--- src/rtl/speed_ctrl_pkg.sv ---
// Shared types and constants for the speed step scheduler and selector interface.
package speed_ctrl_pkg;

    localparam int unsigned LVL_W = 2;
    localparam int unsigned FB_W  = 4;

    typedef enum logic [2:0] {
        ST_IDLE,
        ST_CHECK,
        ST_PULSE,
        ST_WAIT_FB,
        ST_DWELL,
        ST_FINISH
    } state_e;

    localparam logic [1:0] LR_HOLD = 2'b00;
    localparam logic [1:0] LR_UP   = 2'b01;
    localparam logic [1:0] LR_DN   = 2'b10;

    localparam logic [LVL_W-1:0] L0 = 2'd0;
    localparam logic [LVL_W-1:0] L1 = 2'd1;
    localparam logic [LVL_W-1:0] L2 = 2'd2;
    localparam logic [LVL_W-1:0] L3 = 2'd3;

    typedef struct packed {
        logic             valid;
        logic [LVL_W-1:0] level;
    } lvl_dec_t;

    // Selector one-hot bus to level; valid=0 when the bus is not one-hot.
    function automatic lvl_dec_t onehot_to_level(input logic [FB_W-1:0] oh);
        lvl_dec_t d;
        d.valid = 1'b1;
        d.level = L0;
        case (oh)
            4'b1000: d.level = L0;
            4'b0100: d.level = L1;
            4'b0010: d.level = L2;
            4'b0001: d.level = L3;
            default: d.valid = 1'b0;
        endcase
        return d;
    endfunction

endpackage

--- src/rtl/speed_step_sched_rr_arb2.sv ---
// Two-way round-robin arbiter; pointer remembers the last granted index.
module rr_arb2 (
    input  logic       clk,
    input  logic       reset,
    input  logic       i_en,
    input  logic [1:0] i_valid,
    output logic [1:0] o_grant_c
);

    logic r_ptr;
    logic w_pick;

    // Grant the only valid requester, or the one not granted last on a tie.
    always_comb begin
        o_grant_c = 2'b00;
        w_pick    = i_valid[1];
        if (i_valid == 2'b11) begin
            w_pick = ~r_ptr;
        end
        if (i_en && (i_valid != 2'b00)) begin
            o_grant_c[w_pick] = 1'b1;
        end
    end

    // Pointer moves to the granted index on every accept.
    always_ff @(posedge clk) begin
        if (reset) begin
            r_ptr <= 1'b1;
        end else if (i_en && (i_valid != 2'b00)) begin
            r_ptr <= w_pick;
        end
    end

endmodule

--- src/rtl/speed_step_sched.sv ---
// Ramps a 4-level one-hot speed selector toward arbitrated target requests,
// one LR pulse per step with feedback confirmation and dwell between steps.
// Optional: define SPEED_SHORTEST_PATH_EN to step the short way round (mod 4).
module speed_step_sched
    import speed_ctrl_pkg::*;
#(
    parameter int unsigned DWELL_CYCLES = 8,
    parameter int unsigned FB_TIMEOUT   = 4,
    parameter int unsigned CNT_W        = 8
) (
    input  logic             clk,
    input  logic             reset,
    input  logic             req0_valid,
    input  logic [LVL_W-1:0] req0_target,
    output logic             req0_ready,
    input  logic             req1_valid,
    input  logic [LVL_W-1:0] req1_target,
    output logic             req1_ready,
    input  logic [FB_W-1:0]  speed_fb,
    output logic [1:0]       LR,
    output logic             busy,
    output logic             done,
    output logic             err,
    output logic [LVL_W-1:0] cur_level
);

    state_e           r_state, w_state_nxt;
    logic [LVL_W-1:0] r_tgt, w_tgt_nxt;
    logic [LVL_W-1:0] r_exp, w_exp_nxt;
    logic             r_up, w_up_nxt;
    logic [CNT_W-1:0] r_cnt, w_cnt_nxt;
    logic             r_err_flag, w_err_flag_nxt;

    logic [1:0]       r_lr;
    logic             r_busy, r_done, r_err;
    logic [LVL_W-1:0] r_cur_level;

    lvl_dec_t         w_dec;
    logic [1:0]       w_grant;
    logic             w_accept;
    logic             w_arb_en;
`ifdef SPEED_SHORTEST_PATH_EN
    logic [LVL_W-1:0] w_diff;
`endif

    assign w_dec    = onehot_to_level(speed_fb);
    assign w_arb_en = (r_state == ST_IDLE) && !reset;
    assign w_accept = |w_grant;
`ifdef SPEED_SHORTEST_PATH_EN
    assign w_diff   = LVL_W'(r_tgt - w_dec.level);
`endif

    rr_arb2 u_arb (
        .clk       (clk),
        .reset     (reset),
        .i_en      (w_arb_en),
        .i_valid   ({req1_valid, req0_valid}),
        .o_grant_c (w_grant)
    );

    assign req0_ready = w_grant[0];
    assign req1_ready = w_grant[1];

    // State and working registers.
    always_ff @(posedge clk) begin
        if (reset) begin
            r_state    <= ST_IDLE;
            r_tgt      <= L0;
            r_exp      <= L0;
            r_up       <= 1'b0;
            r_cnt      <= '0;
            r_err_flag <= 1'b0;
        end else begin
            r_state    <= w_state_nxt;
            r_tgt      <= w_tgt_nxt;
            r_exp      <= w_exp_nxt;
            r_up       <= w_up_nxt;
            r_cnt      <= w_cnt_nxt;
            r_err_flag <= w_err_flag_nxt;
        end
    end

    // Next-state logic for the step sequencer.
    always_comb begin
        w_state_nxt    = r_state;
        w_tgt_nxt      = r_tgt;
        w_exp_nxt      = r_exp;
        w_up_nxt       = r_up;
        w_cnt_nxt      = r_cnt;
        w_err_flag_nxt = r_err_flag;
        case (r_state)
            ST_IDLE: begin
                if (w_accept) begin
                    w_tgt_nxt      = w_grant[1] ? req1_target : req0_target;
                    w_err_flag_nxt = 1'b0;
                    w_cnt_nxt      = '0;
                    w_state_nxt    = ST_CHECK;
                end
            end
            ST_CHECK: begin
                if (!w_dec.valid) begin
                    w_err_flag_nxt = 1'b1;
                    w_state_nxt    = ST_FINISH;
                end else if (w_dec.level == r_tgt) begin
                    w_state_nxt = ST_FINISH;
                end else begin
`ifdef SPEED_SHORTEST_PATH_EN
                    w_up_nxt = (w_diff != L3);
`else
                    w_up_nxt = (r_tgt > w_dec.level);
`endif
                    w_exp_nxt   = w_up_nxt ? LVL_W'(w_dec.level + L1)
                                           : LVL_W'(w_dec.level - L1);
                    w_state_nxt = ST_PULSE;
                end
            end
            ST_PULSE: begin
                w_cnt_nxt   = '0;
                w_state_nxt = ST_WAIT_FB;
            end
            ST_WAIT_FB: begin
                if (w_dec.valid && (w_dec.level == r_exp)) begin
                    w_cnt_nxt   = '0;
                    w_state_nxt = ST_DWELL;
                end else if (r_cnt == CNT_W'(FB_TIMEOUT - 1)) begin
                    w_err_flag_nxt = 1'b1;
                    w_state_nxt    = ST_FINISH;
                end else begin
                    w_cnt_nxt = r_cnt + CNT_W'(1);
                end
            end
            ST_DWELL: begin
                if (r_cnt == CNT_W'(DWELL_CYCLES - 1)) begin
                    w_cnt_nxt   = '0;
                    w_state_nxt = ST_CHECK;
                end else begin
                    w_cnt_nxt = r_cnt + CNT_W'(1);
                end
            end
            ST_FINISH: begin
                w_err_flag_nxt = 1'b0;
                w_state_nxt    = ST_IDLE;
            end
            default: begin
                w_state_nxt = ST_IDLE;
            end
        endcase
    end

    // Registered outputs aligned with the state they describe.
    always_ff @(posedge clk) begin
        if (reset) begin
            r_lr        <= LR_HOLD;
            r_busy      <= 1'b0;
            r_done      <= 1'b0;
            r_err       <= 1'b0;
            r_cur_level <= L0;
        end else begin
            r_lr        <= (w_state_nxt == ST_PULSE) ? (w_up_nxt ? LR_UP : LR_DN) : LR_HOLD;
            r_busy      <= (w_state_nxt != ST_IDLE);
            r_done      <= (w_state_nxt == ST_FINISH);
            r_err       <= (w_state_nxt == ST_FINISH) && w_err_flag_nxt;
            r_cur_level <= w_dec.valid ? w_dec.level : r_cur_level;
        end
    end

    assign LR        = r_lr;
    assign busy      = r_busy;
    assign done      = r_done;
    assign err       = r_err;
    assign cur_level = r_cur_level;

endmodule

--- config.mk ---
export PLATFORM = sky130hd
export DESIGN_NAME = speed_step_sched
export DESIGN_NICKNAME = d
export VERILOG_FILES = /design/src/rtl/speed_ctrl_pkg.sv /design/src/rtl/speed_step_sched_rr_arb2.sv /design/src/rtl/speed_step_sched.sv
export SDC_FILE = /design/constraint.sdc
export NUM_CORES = 1
export LEC_CHECK = 0
export CAP_MARGIN = 20
export CORE_ASPECT_RATIO = 0.8
export CORE_MARGIN = 2
export CORE_UTILIZATION = 35
export CTS_CLUSTER_DIAMETER = 100
export DETAILED_ROUTE_END_ITERATION = 12
export PLACE_DENSITY = 0.67
export SLEW_MARGIN = 20
export SYNTH_ARGS = -nofsm -noshare
export SYNTH_HDL_FRONTEND = slang
export SYNTH_SLANG_ARGS = --single-unit
export TNS_END_PERCENT = 5
--- constraint.sdc ---
create_clock -name clk -period 6.15 [get_ports clk]
set_input_delay 0.615 -clock clk [delete_from_list [all_inputs] [get_ports clk]]
set_output_delay 0.615 -clock clk [all_outputs]
set_load 0.1 [all_outputs]
==> impl_metrics.yaml, run 1 <==
route:
  vias_per_cell: 5.65
  drt-total-wl_um: 3520
  vias: 1492
  wl_per_cell_um: 13.3
  drt_iter0_drc: 127
  drc: 0
  final_antenna_net_count: 0
  first_pass_iters: 4
final_layout:
  utilization_pct: 43.3
  antenna_cells: 0
  area_growth_syn_to_layout_pct: 17.0
  final_cell_count_no_fill: 264
  final_area_um2: 1840
  drive_above_1_share_pct: 7.73
  layout_commonest_cell: "dfxtp_1"
  fin_nets: 223
  fillerInstances: 443
  layout_common_cells: "25 x dfxtp_1, 20 x clkdlybuf4s50_1, 18 x nor2_1, 13 x o21ai_0, 10 x nand2_1"
global_route:
  grt_max_degree: 17
  antenna_found_initial: 0
  grt_overflow: 0
  grt_pass1_wl_um: 6010
  track_usage_pct: 14.6
  grt_pass1_vias: 1266
yosys:
  synth_fa_ha_area_share_pct: 3.02
  synth-seq-cells: 25
  async_flop_share_pct: 0
  synth_xor_area_share_pct: 2.78
  synth_simple_gate_area_share_pct: 30.0
  postSynthNetCount: 206
  synth.area.top_cells: "dfxtp_1 32%, nor2_1 4.3%, o21ai_0 4.1%"
  syn_inst: 191
  ys_seq_area_share_pct: 31.8
  muxShareOfSynthArea_pct: 1.91
  syn_area_per_cell_um2: 8.25
  synth_flop_cell: "dfxtp_1"
  synth_compound_area_share_pct: 25.3
  synth_area_um2: 1580
  synth_top_family_by_area: "simple AND/OR/NAND/NOR gates"
  synth_area_leader_cell: "dfxtp_1"
  synth_top_area_share_pct: 31.8
  yosysWarnings: 0
  synth_cell_type_count: 57
  synth_edf_count: 0
die:
  start_util_pct: 37.0
  core-area_um2: 4260
  die_area_um2: 5060
  fp.dieW_um: 79.0
  rows: 21
  die_height_um: 64.0
  io_pins: 21
min_path:
  hp-start: "cur_level[0]"
  min_path_type: "register to register"
  worstHoldPathCells: 2
  whs_endpoint: "cur_level[0]"
place:
  portBuffers: 20
  gp_congestion: 0.901
  place_hpwl_um: 2590
  place_area_um2: 1800
  dpl.cell_count: 260
  place_ws_ns: 2.28
critical_path:
  required_ns: 5.53
  cp-start-kind: "input port"
  regToRegStartpoint: "r_state[0]"
  crit_arrival_ns: 3.27
  r2r-end: "err"
  cp-end-kind: "output pin"
  cp_max_fo: 15
  ff2ff_path_depth: 5
  worst-setup-path-type: "input port to output pin"
  reg2reg_slack_ns: 3.91
clocking:
  cts.sink_count: 25
  worst_skew_pair.late_latency_ns: 0.27
  clk_pin_slew_ns: 0.08
  root_buffer: "clkbuf_8"
  cts_resized: 0
  cts_hold_buf: 0
  htree_levels: 1
  cts_buffers: 3
  tritoncts: "done"
  postCtsSetupBuffers: 0
  clockBufferDepth: 2
power:
  p_leak_nw: 0.624
  switchingPower_mw: 0.202
  p_int_mw: 0.293
  sw_frac_of_total_pct: 40.9
  p_comb_share_pct: 40.2
  p_clk_share_pct: 19.9
  ir_drop_v: 0.000165
  seqPwrFrac_pct: 39.9
  p_per_area_nw_per_um2: 269
sta:
  setup_slack_ns: 2.27
  tightest_slew_ns: 0.969
  max_freq_ghz: 0.257
  slew_viol_final: 0
  skew_ns: 0.00262
  grt_setup_unrepaired: "no"
  slew_headroom_pct: 35.2
  period_share_pct: 63.2
  period_needed_ns: 3.88
  hold_viol_final: 0
  finalSetupViolations: 0
  tns_ns: 0
run:
  cap_viol_max_count: 0
outcome:
  outcome: "complete, no violations"
-- how the worst max path moves through the flow --
stage                          start    endpoint  cells after the start  slack, ns
after floorplan           r_state[2]  req0_ready                      4       3.15
after global placement         reset  req0_ready                      5       2.33
after detailed placement       reset  req0_ready                      5       2.28
after CTS                      reset  req0_ready                      5       2.26
after global routing           reset  req1_ready                      5       2.14
final                          reset  req0_ready                      5       2.27
-- logic make-up after synthesis --
logic type / Yosys count
buffers and inverters: 17
xor gates and xnor gates: 5
AOI/OAI and AO/OA: 55
muxes: 3
and+or+nand+nor: 82
DFF: 25
adders and majority gates: 4
-- cell usage after synthesis (3+ instances only) --
library cell and instances:
dfxtp_1 25, nor2_1 18, o21ai_0 13, nand2_1 10, inv_1 9, a21oi_1 8
nor3_1 8, nand3_1 7, a211oi_1 6, a31oi_1 5, nand4_1 4, nor2b_1 4
nor3b_1 4, buf_2 3, clkbuf_1 3, ha_1 3, mux2i_1 3, nand3b_1 3
or3_1 3, xor2_1 3
-- routing by layer --
metal / part of all wire [%] / GRT usage, %
met1: 53 / 23.4
met2: 38 / 19.6
met3: 7.6 / 3.11
met4: 1.1 / 3.23
met5: 0 / 0
-- power by group through the flow --
stage / combinational [mW] / sequential (mW) / clock [mW]
after floorplan: 0.123 / 0.230 / 0
after global placement: 0.197 / 0.200 / 0
after detailed placement: 0.197 / 0.201 / 0
after CTS: 0.198 / 0.197 / 0.102
after global routing: 0.216 / 0.201 / 0.108
final: 0.199 / 0.197 / 0.0989
-- registers in the layout (all words and copies together) (netlist names), 2 cells and up --
register	count
LR	2
cur_level	2
r_cnt	8
r_exp	2
r_state	3
r_tgt	2
-- worst max-delay path, cell delays in order --
cell,delay [ns]
clkdlybuf4s50_1,0.72
o21bai_1,0.36
or2_2,0.32
nor2_1,0.11
clkdlybuf4s50_1,1.15
-- final cells by class --
class,instances,area (um2),share of cell area [%]
inverter,9,33.8,1.83
timing repair buffer,20,200,10.9
multi-input combinational,149,992,53.8
clock buffer,4,45.0,2.44
tap,57,71.3,3.87
sequential,25,500,27.2
-- metrics by stage --
stage,hold WS (ns),power (mW)
global placement,0.444,0.397
floorplan,0.460,0.353
finish,0.456,0.496
detailed placement,0.449,0.398
global route,0.510,0.525
CTS,0.461,0.497
Power figures use the tool's default switching activity.
==> inputs of run 2 (changes only) <==
- clock period: 6.15 -> 4 ns (I/O delays scaled with it)
==> impl_metrics.yaml, run 2 (synthesis gave the netlist of run 1 again) <==
outcome:
  outcome: "complete, no violations"
route:
  drt_iter0_drc: 111
  final_antenna_net_count: 0
  first_pass_iters: 4
  wl_per_cell_um: 13.5
  vias_per_cell: 5.58
  drt-total-wl_um: 3550
  drc: 0
  vias: 1474
sta:
  slew_viol_final: 0
  max_freq_ghz: 0.326
  whs_ns: 0.465
  tightest_slew_ns: 0.962
  slew_headroom_pct: 35.6
  hold_viol_final: 0
  skew_ns: 0.00139
  tns_ns: 0
  grt_setup_unrepaired: "no"
  period_needed_ns: 3.07
  period_share_pct: 76.7
  finalSetupViolations: 0
min_path:
  whs_endpoint: "cur_level[0]"
  hp-start: "cur_level[0]"
  min_path_type: "register to register"
  worstHoldPathCells: 2
die:
  fp.dieW_um: 79.0
  die_area_um2: 5060
  start_util_pct: 37.0
  core-area_um2: 4260
  rows: 21
  die_height_um: 64.0
  io_pins: 21
clocking:
  cts.sink_count: 25
  clockBufferDepth: 2
  worst_skew_pair.late_latency_ns: 0.27
  root_buffer: "clkbuf_8"
  clk_pin_slew_ns: 0.09
  cts_buffers: 3
  cts_hold_buf: 0
  postCtsSetupBuffers: 0
  cts_resized: 0
  tritoncts: "done"
  htree_levels: 1
final_layout:
  largestRegisters: "r_cnt x8, r_state x3"
  layout_commonest_cell: "dfxtp_1"
  layout_common_cells: "25 x dfxtp_1, 18 x nor2_1, 18 x clkdlybuf4s50_1, 13 x o21ai_0, 10 x nand2_1"
  area_growth_syn_to_layout_pct: 16.8
  largest_reg_flops: 8
  antenna_cells: 0
  fin_nets: 223
  fillerInstances: 443
  seq_area_um2: 500
  top_register: "r_cnt"
  drive_above_1_share_pct: 9.18
  multi_input_area_um2: 992
critical_path:
  crit_arrival_ns: 3.23
  worst-setup-path-type: "input port to register"
  cp_slowest_cell: "clkdlybuf4s50_1"
  r2r-end: "err"
  regToRegStartpoint: "r_state[0]"
  cp_slowest_stage_delay_ns: 0.76
  cp_max_fo: 12
  ff2ff_path_depth: 5
  reg2reg_slack_ns: 1.76
  cp-start-kind: "input port"
  cp-end-kind: "register"
  required_ns: 4.16
  cp_cell_sequence: "clkdlybuf4s50_1 > xnor2_1 > or3_2 > inv_1 > ha_1 > nand2_1 > nand3_1 > nor2_1 > mux2i_1 > nor4bb_1"
  cp_num_buf_inv: 2
  cp_top_family: "simple AND/OR/NAND/NOR gates"
place:
  gp_congestion: 0.819
  place_hpwl_um: 2620
  portBuffers: 20
global_route:
  antenna_found_initial: 0
  grt_max_degree: 17
  grt_pass1_vias: 1257
  grt_pass1_wl_um: 6120
  track_usage_pct: 14.9
  grt_overflow: 0
power:
  p_leak_nw: 0.630
  p_per_area_nw_per_um2: 413
  ir_drop_v: 0.000233
run:
  cap_viol_max_count: 0
## run 2: cell types whose count changed in the layout (fill, tap and decap cells not counted)
cell and delta:
clkbuf_1 -1, clkinv_2 +1, buf_4 +2, clkdlybuf4s50_1 -2
## run 2: where the power goes
| part | internal [mW] | switching [mW] | total (mW) | leakage [nW] |
|---|---|---|---|---|
| Combinational | 0.103 | 0.198 | 0.301 | 0.401 |
| Sequential | 0.275 | 0.0300 | 0.305 | 0.204 |
| Clock | 0.0698 | 0.0829 | 0.153 | 0.0255 |
## run 2: final cells by class
class	instances	area share, %
clock buffer	3	2.24
clock inverter	1	0.272
inverter	9	1.84
multi-input combinational	149	53.9
sequential	25	27.2
tap	57	3.88
timing repair buffer	20	10.6
## run 2: metal layers
layer | global-route usage [%] | vias to the layer above | part of all wire (%)
li1 | - | 755 | -
met1 | 24.5 | 664 | 54
met2 | 19.1 | 55 | 39
met3 | 3.25 | 0 | 6.8
met4 | 3.45 | 0 | 0
met5 | 0 | - | 0
## run 2: stage by stage
stage	utilization, %	instances	instance area, um2	worst slack, ns	total power [mW]
global placement	42.1	260	1790	0.872	0.606
CTS	43.2	264	1840	1.00	0.760
finish	43.2	264	1840	0.932	0.759
global route	43.2	264	1840	0.711	0.810
detailed placement	42.1	260	1790	0.718	0.610
floorplan	-	191	1580	1.21	0.543
## run 2: worst max path at each step
stage	start	end	depth (start not counted)
detailed placement	speed_fb[0]	LR[1]	10
global route	speed_fb[0]	LR[1]	10
CTS	speed_fb[0]	LR[1]	10
floorplan	r_state[2]	req0_ready	4
finish	speed_fb[0]	LR[1]	10
global placement	speed_fb[0]	LR[1]	10
## run 2: worst reg2reg max path, cell delays in order (launching register included)
cell	delay (ns)
dfxtp_1	0.66
nand3b_1	0.29
nor4_2	0.35
nand3_1	0.29
a21oi_1	0.33
nor3b_1	0.25
==> inputs of run 3 (changes only) <==
- clock period: 4 -> 3.1 ns (I/O delays scaled with it)
==> impl_metrics.yaml, run 3 (synthesis gave the netlist of run 1 again) <==
place:
  portBuffers: 20
  dpl.cell_count: 266
  place_hpwl_um: 2670
  gp_congestion: 0.792
sta:
  slew_headroom_pct: 34.8
  hold_viol_final: 0
  finalSetupViolations: 0
  period_needed_ns: 2.58
  grt_setup_unrepaired: "no"
  tightest_slew_ns: 0.974
  slew_viol_final: 0
  skew_ns: 0.00691
  whs_ns: 0.469
  tns_ns: 0
  max_freq_ghz: 0.387
  period_share_pct: 83.4
critical_path:
  cp-startpoint: "speed_fb[0]"
  required_ns: 3.28
  crit_arrival_ns: 2.76
  reg2reg_slack_ns: 0.91
  cp-end-kind: "register"
  cp_max_fo: 4
  r2r-end: "err"
  regToRegStartpoint: "r_state[0]"
  worst-setup-path-type: "input port to register"
  cp-start-kind: "input port"
  ff2ff_path_depth: 5
global_route:
  grt_overflow: 0
  grt_util_met1_pct: 23.4
  grt_max_degree: 17
  track_usage_pct: 14.8
  grt_pass1_vias: 1276
  antenna_found_initial: 0
  met3_usage_pct: 3.11
  grt-busiest-layer: "met1"
  met2_usage_pct: 20.6
  grt_pass1_wl_um: 6090
min_path:
  hp-start: "cur_level[0]"
  min_path_type: "register to register"
  whs_endpoint: "cur_level[0]"
  worstHoldPathCells: 2
clocking:
  tritoncts: "done"
  cts_buffers: 3
  clk_pin_slew_ns: 0.10
  cts_resized: 0
  htree_levels: 1
  postCtsSetupBuffers: 0
  cts.sink_count: 25
  worst_skew_pair.late_latency_ns: 0.28
  clockBufferDepth: 2
  cts_hold_buf: 0
  root_buffer: "clkbuf_8"
final_layout:
  largest_reg_flops: 8
  layout_commonest_cell: "dfxtp_1"
  drive_above_1_share_pct: 11.7
  area_growth_syn_to_layout_pct: 21.4
  largestRegisters: "r_cnt x8, r_state x3"
  fillerInstances: 431
  fin_nets: 229
  top_register: "r_cnt"
  final_cell_count_no_fill: 270
  layout_common_cells: "25 x dfxtp_1, 18 x nor2_1, 18 x clkdlybuf4s50_1, 13 x o21ai_0, 10 x nand2_1"
  antenna_cells: 0
power:
  finalPower_mw: 1.00
  p_leak_nw: 0.662
  p_per_area_nw_per_um2: 523
  ir_drop_v: 0.000350
route:
  drc: 0
  vias_per_cell: 5.46
  drt-total-wl_um: 3530
  vias: 1475
  drt_iter0_drc: 55
  final_antenna_net_count: 0
  wl_per_cell_um: 13.1
  first_pass_iters: 4
die:
  rows: 21
  core-area_um2: 4260
  fp.dieW_um: 79.0
  start_util_pct: 37.0
  die_height_um: 64.0
  die_area_um2: 5060
  io_pins: 21
run:
  cap_viol_max_count: 0
outcome:
  outcome: "complete, no violations"
-- run 3: cell type report --
class	count	area, um2	share of cell area [%]
well taps	57	71.3	3.73
flip-flops and latches	25	500	26.2
multi-input cells	149	992	51.9
repair buffers	26	265	13.9
clock buffers	3	41.3	2.16
clock inverters	1	7.51	0.393
inverters	9	33.8	1.77
-- run 3: routing by layer --
layer / vias up / routed length, um
li1: 758 / -
met1: 676 / 1900
met2: 39 / 1450
met3: 2 / 174
met4: 0 / 8
met5: - / 0
-- run 3: power breakdown --
group          switching [mW]  internal, mW
Clock                   0.115        0.0914
Sequential             0.0377         0.355
Combinational           0.255         0.145
-- run 3: worst max-delay path by stage --
stage	endpoint	slack (ns)	depth (start not counted)
finish	LR[1]	0.52	10
global route	LR[1]	0.31	10
CTS	LR[1]	0.51	10
detailed placement	LR[1]	0.21	10
global placement	LR[1]	0.41	10
floorplan	req0_ready	0.40	4
-- run 3: through the flow --
| stage | utilization (%) | setup WS, ns | area, um2 |
|---|---|---|---|
| after floorplan | - | 0.402 | 1580 |
| after global placement | 43.8 | 0.407 | 1860 |
| after detailed placement | 43.8 | 0.206 | 1860 |
| after CTS | 44.9 | 0.506 | 1910 |
| after global routing | 44.9 | 0.307 | 1910 |
| final | 44.9 | 0.516 | 1910 |
-- run 3: critical path, cell delays in order --
cell             delay, ns
clkdlybuf4s50_1       0.45
xnor2_1               0.15
or3_2                 0.43
inv_1                 0.09
ha_1                  0.22
nand2_1               0.12
nand3_1               0.11
nor2_1                0.19
mux2i_1               0.32
nor4bb_1              0.37
